--- src/rtl/alu_pkg.sv ---
// Shared definitions for alu_seq: function-select codes, FSM states and status-flag layout.
package alu_pkg;

  localparam logic [2:0] OP_AND  = 3'b000;
  localparam logic [2:0] OP_OR   = 3'b001;
  localparam logic [2:0] OP_ADD  = 3'b010;
  localparam logic [2:0] OP_XOR  = 3'b011;
  localparam logic [2:0] OP_SHR1 = 3'b100;
  localparam logic [2:0] OP_SHL1 = 3'b101;
  localparam logic [2:0] OP_ZERO = 3'b110;
  localparam logic [2:0] OP_ONES = 3'b111;

  localparam logic [2:0] XOP_SHR = 3'b000;
  localparam logic [2:0] XOP_SHL = 3'b001;
  localparam logic [2:0] XOP_ASR = 3'b010;
  localparam logic [2:0] XOP_MUL = 3'b011;

  typedef enum logic [1:0] {ST_IDLE, ST_SHIFT, ST_MUL} state_t;

  localparam int STAT_V = 3;
  localparam int STAT_C = 2;
  localparam int STAT_N = 1;
  localparam int STAT_Z = 0;

  function automatic logic [3:0] pack_stat(input logic v, input logic c, input logic n, input logic z);
    logic [3:0] s;
    s         = '0;
    s[STAT_V] = v;
    s[STAT_C] = c;
    s[STAT_N] = n;
    s[STAT_Z] = z;
    return s;
  endfunction

endpackage

--- src/rtl/alu_core.sv ---
// Combinational legacy ALU datapath (optional operand inversion) with its V/C/N/Z flags.
// Zero latency; no flow control of its own.
module alu_core
  import alu_pkg::*;
#(
  parameter int WIDTH = 64
) (
  input  logic [WIDTH-1:0] i_a,
  input  logic [WIDTH-1:0] i_b,
  input  logic [2:0]       i_op,
  input  logic             i_inv_a,
  input  logic             i_inv_b,
  input  logic             i_cin,
  output logic [WIDTH-1:0] o_f,
  output logic [3:0]       o_stat
);

  logic [WIDTH-1:0] w_a;
  logic [WIDTH-1:0] w_b;
  logic [WIDTH:0]   w_sum;
  logic             w_c;
  logic             w_v;

  assign w_a   = i_inv_a ? ~i_a : i_a;
  assign w_b   = i_inv_b ? ~i_b : i_b;
  assign w_sum = {1'b0, w_a} + {1'b0, w_b} + {{WIDTH{1'b0}}, i_cin};

  always_comb begin
    o_f = '0;
    w_c = 1'b0;
    w_v = 1'b0;
    case (i_op)
      OP_AND: o_f = w_a & w_b;
      OP_OR:  o_f = w_a | w_b;
      OP_ADD: begin
        o_f = w_sum[WIDTH-1:0];
        w_c = w_sum[WIDTH];
        w_v = (w_a[WIDTH-1] == w_b[WIDTH-1]) && (w_sum[WIDTH-1] != w_a[WIDTH-1]);
      end
      OP_XOR: o_f = w_a ^ w_b;
      // single-bit shifts report the bit that falls off as carry
      OP_SHR1: begin
        o_f = {1'b0, w_a[WIDTH-1:1]};
        w_c = w_a[0];
      end
      OP_SHL1: begin
        o_f = {w_a[WIDTH-2:0], 1'b0};
        w_c = w_a[WIDTH-1];
      end
      OP_ZERO: o_f = '0;
      default: o_f = '1;
    endcase
  end

  assign o_stat = pack_stat(w_v, w_c, o_f[WIDTH-1], ~|o_f);

endmodule

--- src/rtl/alu_seq.sv ---
// Handshaked ALU: single-cycle legacy ops, bit-serial variable shifts, shift-add multiply.
// Result registered on accept (+s or +WIDTH cycles for shift/MUL); in_ready low while busy or result stalled.
module alu_seq
  import alu_pkg::*;
#(
  parameter int WIDTH = 64
) (
  input  logic             clock,
  input  logic             reset_n,
  input  logic             in_valid,
  output logic             in_ready,
  input  logic [WIDTH-1:0] A,
  input  logic [WIDTH-1:0] B,
  input  logic [5:0]       FS,
  input  logic             Cin,
  output logic             out_valid,
  input  logic             out_ready,
  output logic [WIDTH-1:0] F,
  output logic [3:0]       stat,
  output logic             err
);

  localparam int SHW = $clog2(WIDTH);
  localparam int CW  = SHW + 1;
  localparam logic [CW-1:0] MUL_ITERS = CW'(WIDTH);
  localparam logic [CW-1:0] CNT_ONE   = CW'(1);

  state_t           r_state;
  logic [2:0]       r_op;
  logic [CW-1:0]    r_cnt;
  logic [WIDTH-1:0] r_opa;
  logic [WIDTH-1:0] r_hi;
  logic [WIDTH-1:0] r_lo;
  logic [WIDTH-1:0] r_f;
  logic [3:0]       r_stat;
  logic             r_err;
  logic             r_vld;

  logic [SHW-1:0]   w_s;
  logic             w_ext;
  logic             w_rsvd;
  logic             w_mul;
  logic             w_shift_multi;
  logic             w_accept;
  logic [WIDTH-1:0] w_core_f;
  logic [3:0]       w_core_stat;
  logic [WIDTH-1:0] w_sc_f;
  logic [3:0]       w_sc_stat;
  logic [WIDTH-1:0] w_sh_next;
  logic             w_sh_c;
  logic [WIDTH:0]   w_mul_sum;
  logic [WIDTH-1:0] w_mul_hi;
  logic [WIDTH-1:0] w_mul_lo;

  assign w_s           = B[SHW-1:0];
  assign w_ext         = FS[5];
  assign w_rsvd        = w_ext && FS[4];
  assign w_mul         = w_ext && (FS[4:2] == XOP_MUL);
  assign w_shift_multi = w_ext && !FS[4] && !w_mul && (w_s != '0);
  assign in_ready      = (r_state == ST_IDLE) && (!r_vld || out_ready);
  assign w_accept      = in_valid && in_ready;

  alu_core #(.WIDTH(WIDTH)) u_core (
    .i_a     (A),
    .i_b     (B),
    .i_op    (FS[4:2]),
    .i_inv_a (FS[1]),
    .i_inv_b (FS[0]),
    .i_cin   (Cin),
    .o_f     (w_core_f),
    .o_stat  (w_core_stat)
  );

  // zero-length extended shifts pass A through untouched; reserved codes force zero
  assign w_sc_f    = !w_ext ? w_core_f : (w_rsvd ? '0 : A);
  assign w_sc_stat = !w_ext ? w_core_stat
                            : pack_stat(1'b0, 1'b0, w_sc_f[WIDTH-1], ~|w_sc_f);

  always_comb begin
    w_sh_next = {1'b0, r_lo[WIDTH-1:1]};
    w_sh_c    = r_lo[0];
    case (r_op)
      XOP_SHL: begin
        w_sh_next = {r_lo[WIDTH-2:0], 1'b0};
        w_sh_c    = r_lo[WIDTH-1];
      end
      XOP_ASR: w_sh_next = {r_lo[WIDTH-1], r_lo[WIDTH-1:1]};
      default: ;
    endcase
  end

  // {r_hi, r_lo} walks right one multiplier bit per cycle; r_lo starts as B
  assign w_mul_sum = {1'b0, r_hi} + {1'b0, r_opa & {WIDTH{r_lo[0]}}};
  assign w_mul_hi  = w_mul_sum[WIDTH:1];
  assign w_mul_lo  = {w_mul_sum[0], r_lo[WIDTH-1:1]};

  always_ff @(posedge clock or negedge reset_n) begin
    if (!reset_n) begin
      r_state <= ST_IDLE;
      r_op    <= '0;
      r_cnt   <= '0;
      r_opa   <= '0;
      r_hi    <= '0;
      r_lo    <= '0;
      r_f     <= '0;
      r_stat  <= '0;
      r_err   <= 1'b0;
      r_vld   <= 1'b0;
    end else begin
      if (out_ready) r_vld <= 1'b0;
      case (r_state)
        ST_IDLE: begin
          if (w_accept) begin
            if (w_mul) begin
              r_state <= ST_MUL;
              r_cnt   <= MUL_ITERS;
              r_opa   <= A;
              r_hi    <= '0;
              r_lo    <= B;
            end else if (w_shift_multi) begin
              r_state <= ST_SHIFT;
              r_cnt   <= {1'b0, w_s};
              r_op    <= FS[4:2];
              r_lo    <= A;
            end else begin
              r_f    <= w_sc_f;
              r_stat <= w_sc_stat;
              r_err  <= w_rsvd;
              r_vld  <= 1'b1;
            end
          end
        end
        ST_SHIFT: begin
          r_lo  <= w_sh_next;
          r_cnt <= r_cnt - CNT_ONE;
          if (r_cnt == CNT_ONE) begin
            r_f     <= w_sh_next;
            r_stat  <= pack_stat(1'b0, w_sh_c, w_sh_next[WIDTH-1], ~|w_sh_next);
            r_err   <= 1'b0;
            r_vld   <= 1'b1;
            r_state <= ST_IDLE;
          end
        end
        ST_MUL: begin
          r_hi  <= w_mul_hi;
          r_lo  <= w_mul_lo;
          r_cnt <= r_cnt - CNT_ONE;
          if (r_cnt == CNT_ONE) begin
            r_f     <= w_mul_lo;
            r_stat  <= pack_stat(1'b0, |w_mul_hi, w_mul_lo[WIDTH-1], ~|w_mul_lo);
            r_err   <= 1'b0;
            r_vld   <= 1'b1;
            r_state <= ST_IDLE;
          end
        end
        default: r_state <= ST_IDLE;
      endcase
    end
  end

  assign out_valid = r_vld;
  assign F         = r_f;
  assign stat      = r_stat;
  assign err       = r_err;

endmodule

--- config.mk ---
export PLATFORM = sky130hd
export DESIGN_NAME = alu_seq
export DESIGN_NICKNAME = d
export VERILOG_FILES = /design/src/rtl/alu_pkg.sv /design/src/rtl/alu_core.sv /design/src/rtl/alu_seq.sv
export SDC_FILE = /design/constraint.sdc
export NUM_CORES = 1
export LEC_CHECK = 0
export ABC_AREA = 1
export BUFFER_PORTS_ARGS = -buffer_cell sky130_fd_sc_hd__buf_2
export CAP_MARGIN = 15
export CORE_AREA = 10 10 246 248
export DETAILED_ROUTE_END_ITERATION = 7
export DIE_AREA = 0 0 256 258
export MAX_ROUTING_LAYER = met4
export PLACE_DENSITY = 0.78
export REMOVE_ABC_BUFFERS = 1
export SLEW_MARGIN = 15
export SYNTH_ARGS = -nofsm -noshare
export SYNTH_HDL_FRONTEND = slang
export SYNTH_SLANG_ARGS = --single-unit
--- constraint.sdc ---
create_clock -name clock -period 2.71 [get_ports clock]
set_input_delay 0.542 -clock clock [delete_from_list [all_inputs] [get_ports clock]]
set_output_delay 0.542 -clock clock [all_outputs]
set_load 0.02 [all_outputs]
==> key figures, run 1 <==
Outcome
  • Status: did not finish
  • Stopped at: 5_1_grt
  • Err: [ERROR GRT-0232] Routing congestion too high. Check the congestion heatmap in the GUI.

Place
  • RD Place Congestion: 1.141
  • Detail Placement HPWL: 119300 µm
  • Port bufs: 209

Synth
  • Sequential share of the synthesized area: 21.84%
  • Syn avg cell area: 6.075 µm²
  • Count of flip-flops with a built-in enable after synthesis: 0
  • Async SR Flop Fraction: 100.0%
  • Synth Flop Type: dfrtp_1
  • Post-Synthesis Cell Area: 31270 µm²
  • Mapped Cells: 5148
  • Post-synth cell types: 65
  • Ys Warns: 0
  • Seq cells post-synth: 273

Die
  • I/O Pins: 210
  • Site Rows: 87
  • Die Y: 258 µm
  • Initial Util: 56.12%
  • Die width: 256 µm

Timing
  • Worst endpoint type: register data pin
  • Worst_ep grt: stat[2]$_DFFE_PN0P_/D

Clock network
  • Htree depth: 1
  • Number of CTS-inserted buffers: 28
  • Max clock buf depth: 3
  • Root buffer cell: clkbuf_16
  • Clock sink count: 273

GRT
  • Largest net degree at the start of global routing: 113
  • GRT Overall Usage: 74.84%
  • Initial antenna violation count: 25
  • Total grt overflow: 164
-- what timing repair did --
| item | in CTS |
|---|---|
| pin swaps | 172 |
| hold buffers | 1 |
| cloned | 5 |
| hold endpoints to repair | 15 |
| resized for setup | 808 |
| setup endpoints to repair | 101 |
| buffers inserted | 59 |
-- cells by family after synthesis --
group	Yosys count	synth area share, %
xor gates and xnor gates	161	5.121
buffers and inverters	1016	12.98
adders and majority gates	201	8.113
DFF	273	21.84
and+or+nand+nor	2459	32.57
AOI/OAI and AO/OA	1038	19.37
-- metal layers --
metal  overflow  global-route usage (%)
met3         12                   59.79
met2         91                   90.65
met5          -                       -
met4         58                   73.73
met1          3                   71.72
-- per-stage QoR --
step | instance area, µm² | TNS [ns] | cells | hold slack [ns] | setup WS, ns
after floorplan | 30270 | -981.90 | 4944 | 0.2464 | -4.556
after global placement | 41300 | -61.50 | 7026 | 0.4545 | -1.551
after detailed placement | 41300 | -66.18 | 7026 | 0.4596 | -1.589
after CTS | 46450 | -14.69 | 7137 | 0.2755 | -0.7760
-- cells in the mapped netlist, types with 43 or more instances --
| master | number | share of area (%) |
|---|---|---|
| o22ai_1 | 152 | 3.0 |
| ha_1 | 198 | 7.9 |
| nor2_1 | 510 | 6.1 |
| inv_1 | 790 | 9.5 |
| nand2_1 | 1452 | 17 |
| dfrtp_1 | 273 | 22 |
| a21oi_1 | 255 | 4.1 |
| xnor2_1 | 116 | 3.2 |
| nand3_1 | 267 | 4.3 |
| clkbuf_1 | 104 | 1.2 |
| a31oi_1 | 94 | 1.9 |
| o21ai_0 | 375 | 6.0 |
| buf_2 | 46 | 0.74 |
| nand4_1 | 65 | 1.3 |
| nor3_1 | 49 | 0.78 |
| o21a_1 | 43 | 1.0 |
==> run 2, diff against run 1 <==
--- a/config.mk
+++ b/config.mk
@@ -8,11 +8,10 @@
 export ABC_AREA = 1
 export BUFFER_PORTS_ARGS = -buffer_cell sky130_fd_sc_hd__buf_2
 export CAP_MARGIN = 15
-export CORE_AREA = 10 10 246 248
+export CORE_AREA = 10 10 291 293
 export DETAILED_ROUTE_END_ITERATION = 7
-export DIE_AREA = 0 0 256 258
-export MAX_ROUTING_LAYER = met4
-export PLACE_DENSITY = 0.78
+export DIE_AREA = 0 0 301 303
+export PLACE_DENSITY_LB_ADDON = 0.15
 export REMOVE_ABC_BUFFERS = 1
 export SLEW_MARGIN = 15
 export SYNTH_ARGS = -nofsm -noshare
==> constraint.sdc (replaced) <==
create_clock -name clock -period 3.5 [get_ports clock]
set_input_delay 0.7 -clock clock [delete_from_list [all_inputs] [get_ports clock]]
set_output_delay 0.7 -clock clock [all_outputs]
set_load 0.02 [all_outputs]
==> run 2 against run 1 <==
The flow now finishes, with violations (setup timing); synthesized cell count is the same; area after synthesis is the same.
==> key figures, run 2 <==
Synth
  • Synth Flop Type: dfrtp_1
  • Post-Synthesis Cell Area: 31270 µm² (unchanged)
  • Ys Warns: 0 (unchanged)
  • Mapped Cells: 5148 (unchanged)
  • Seq cells post-synth: 273 (unchanged)
  • Syn avg cell area: 6.075 µm² (unchanged)
  • Post-synth top area share: 21.84% (unchanged)
  • Async SR Flop Fraction: 100.0% (unchanged)
  • Post-synth cell types: 65 (unchanged)
  • Sequential share of the synthesized area: 21.84% (unchanged)
  • Most frequent cell after synthesis: nand2_1
  • Post-synth top area cell: dfrtp_1
  • Count of flip-flops with a built-in enable after synthesis: 0 (unchanged)
  • Ranking of synthesized cells by area: dfrtp_1 22%, nand2_1 17%, inv_1 9.5%
  • Post-synth top cells: 1452 x nand2_1, 790 x inv_1, 510 x nor2_1, 375 x o21ai_0, 273 x dfrtp_1

Critical path
  • Reg-to-reg startpoint: r_lo[0]
  • R2R depth: 21
  • CP endpoint kind: flip-flop
  • Crit Path Max Fanout: 22
  • Critical path required time: 3.92 ns
  • Worst reg2reg setup slack: -0.04 ns
  • Worst Setup Start Kind: flip-flop
  • R2r endpoint: stat[2]
  • CP Data Arrival Time: 3.96 ns
  • Critical path type: flip-flop to flip-flop

Pwr
  • Clock power share: 12.0%
  • VDD IR max: 0.0005239 V
  • Gate power share: 68.7%
  • Leakage: 0.02360 µW
  • P_int: 15560 µW
  • Reg power frac: 19.3%
  • Net switching power: 15810 µW
  • Sw Ratio: 50.39%
  • Power Dens Cells: 678.9 nW/µm²

Detailed routing
  • TritonRoute pass-1 iters: 6
  • Final wirelength: 164100 µm
  • Routed wire length per instance: 22.18 µm
  • Vias: 39866
  • First DRT Iteration DRCs: 3803
  • DRC: 0
  • Final ANT Viol Nets: 0
  • Via/cell ratio: 5.388

Clock network
  • Clock sink count: 273 (unchanged)
  • Hold-fix buffers at CTS: 0 (-1)
  • CTS tree: done
  • Clock Latency Late Sink: 0.57 ns
  • Htree depth: 2 (+1)
  • Root buffer cell: clkbuf_16
  • Reg clk slew, reported paths: 0.06 ns
  • Number of CTS-inserted buffers: 35 (+25%)
  • Max clock buf depth: 3 (unchanged)

Worst hold path
  • HP Class: input port to async pin

Timing
  • Period utilization: 101.1%
  • Final WS setup: -0.04006 ns
  • Min Clock Period, post-route: 3.540 ns
  • Fmax: 282.5 MHz
  • Clock Skew: 0.03536 ns
  • Final setup viols: 2
  • Tightest Pin Transition: 0.8259 ns
  • Max Slew Vio Count: 0
  • Slew HR: 44.94%
  • RSZ-0062 raised after global routing: true
  • Final hold vios: 0

Die
  • Die Y: 303 µm (+17%)
  • Initial Util: 39.78% (-16 points)
  • Die width: 301 µm (+18%)
  • I/O Pins: 210 (unchanged)
  • Core ar.: 78610 µm²
  • Die ar.: 91200 µm²
  • Site Rows: 103 (+18%)

GRT
  • Global-route wire length before repair: 238300 µm
  • Total grt overflow: 0
  • Largest net degree at the start of global routing: 127
  • Vias in the first global route: 38413
  • Initial antenna violation count: 3
  • GRT Overall Usage: 34.41%

Final layout
  • Finished Layout Cells: 7399
  • # nets final: 6663
  • Layout cells sized above 1: 32.66%
  • Regs by FF count: r_hi (64), r_lo (64), r_opa (64)
  • Fillers: 7948
  • Fin area: 46190 µm²
  • Layout overhead on the synthesized area: 47.70%
  • Most common cell after layout, fill and taps aside: nand2_1
  • Most frequent cells in the layout: 1307 x nand2_1, 1070 x buf_4, 762 x inv_1

Place
  • Detail Placement HPWL: 134300 µm (+13%)
  • Pre-CTS worst setup slack: -1.040 ns (+0.5483 ns)
  • Dpl cells: 7308 (+4.0%)
  • RD Place Congestion: 1.052 (-7.9%)
  • Port bufs: 209 (unchanged)
  • Placed instance area: 41500 µm² (+0.50%)

Job
  • Max Cap Viol: 0

Outcome
  • Status: finished, violations left
  • Failing checks: setup timing
## run 2: cell counts after synthesis
No cell type changed its count.
## run 2: per-layer routing
layer	wire length (µm)	part of all wire (%)	global-route usage, %
met2	72620	44	54.49
met3	12900	7.9	3.927
met1	70110	43	46.71
met5	12	0.0073	0
met4	8441	5.1	15.25
## run 2: cells by family (layout without fill, tap and decap cells)
| family | count (synthesis) | count (layout) | synth area share [%] |
|---|---|---|---|
| compound gates | 1038 | 1038 | 19.37 |
| xor+xnor | 161 | 161 | 5.121 |
| other cells | 0 | 1 | 0 |
| fa+ha+maj | 201 | 201 | 8.113 |
| buf+inv | 1016 | 2216 | 12.98 |
| flops | 273 | 273 | 21.84 |
| simple gates | 2459 | 2459 | 32.57 |
## run 2: worst max-delay path by stage
stage,startpoint,endpoint,slack (ns)
floorplan,r_op[2],stat[0],-3.77
global placement,FS[1],stat[0],-1.07
detailed placement,FS[1],stat[0],-1.04
CTS,r_lo[0],stat[2],-0.02
global route,FS[0],stat[0],-0.24
finish,r_lo[0],stat[2],-0.04
## run 2: through the flow
stage | TNS [ns] | util (%) | power (µW) | hold WS, ns
finish | -0.07273 | 58.76 | 31360 | 0.1036
global route | -0.5534 | 58.76 | 33560 | 0.1515
CTS | -0.02336 | 56.12 | 30150 | 0.1374
detailed placement | -31.28 | 52.79 | 25830 | 0.4584
global placement | -30.55 | 52.79 | 25700 | 0.4546
floorplan | -787.40 | - | 16330 | 0.4044
## run 2: power by group through the flow
stage          Clock [µW]  Combinational, µW  Sequential (µW)
4_1_cts              3820              20400             5940
3_3_place_gp            0              19800             5930
5_1_grt              3930              23400             6200
3_5_place_dp            0              19900             5970
2_1_floorplan           0              10200             6140
6_report             3770              21600             6040
## run 2: critical path: stages (launching register included)
cell     delay [ns]
dfrtp_2        0.48
buf_12         0.19
buf_12         0.16
nand2_1        0.06
inv_1          0.13
ha_4           0.24
a21oi_1        0.27
o21a_1         0.21
o21ai_0        0.14
nor2_1         0.24
buf_4          0.16
nand3_2        0.17
xnor2_2        0.21
nand2_1        0.08
nor2_1         0.12
nand2_1        0.09
nor2_1         0.10
nand3_1        0.10
nand2_1        0.06
nand2_1        0.07
nand2_1        0.06
a21oi_1        0.05
## run 2: what timing repair did
| item | CTS | global route |
|---|---|---|
| gates cloned | 3 | 2 |
| setup buffers | 14 | 10 |
| gates resized for setup | 269 | 447 |
| setup endpoints to repair | 25 | 26 |
| pin swaps | 41 | 82 |
## run 2: layout make-up
cell class | count | area (µm²) | share of cell area [%]
diodes | 1 | 2.502 | 0.005417
clock buffers | 46 | 1008 | 2.183
clock inverters | 16 | 165.2 | 0.3575
inverters | 812 | 3059 | 6.622
multi-input cells | 3859 | 23490 | 50.84
flip-flops and latches | 273 | 6833 | 14.79
well taps | 1050 | 1314 | 2.844
repair buffers | 1342 | 10330 | 22.35
(Power assumes the default switching activity.)
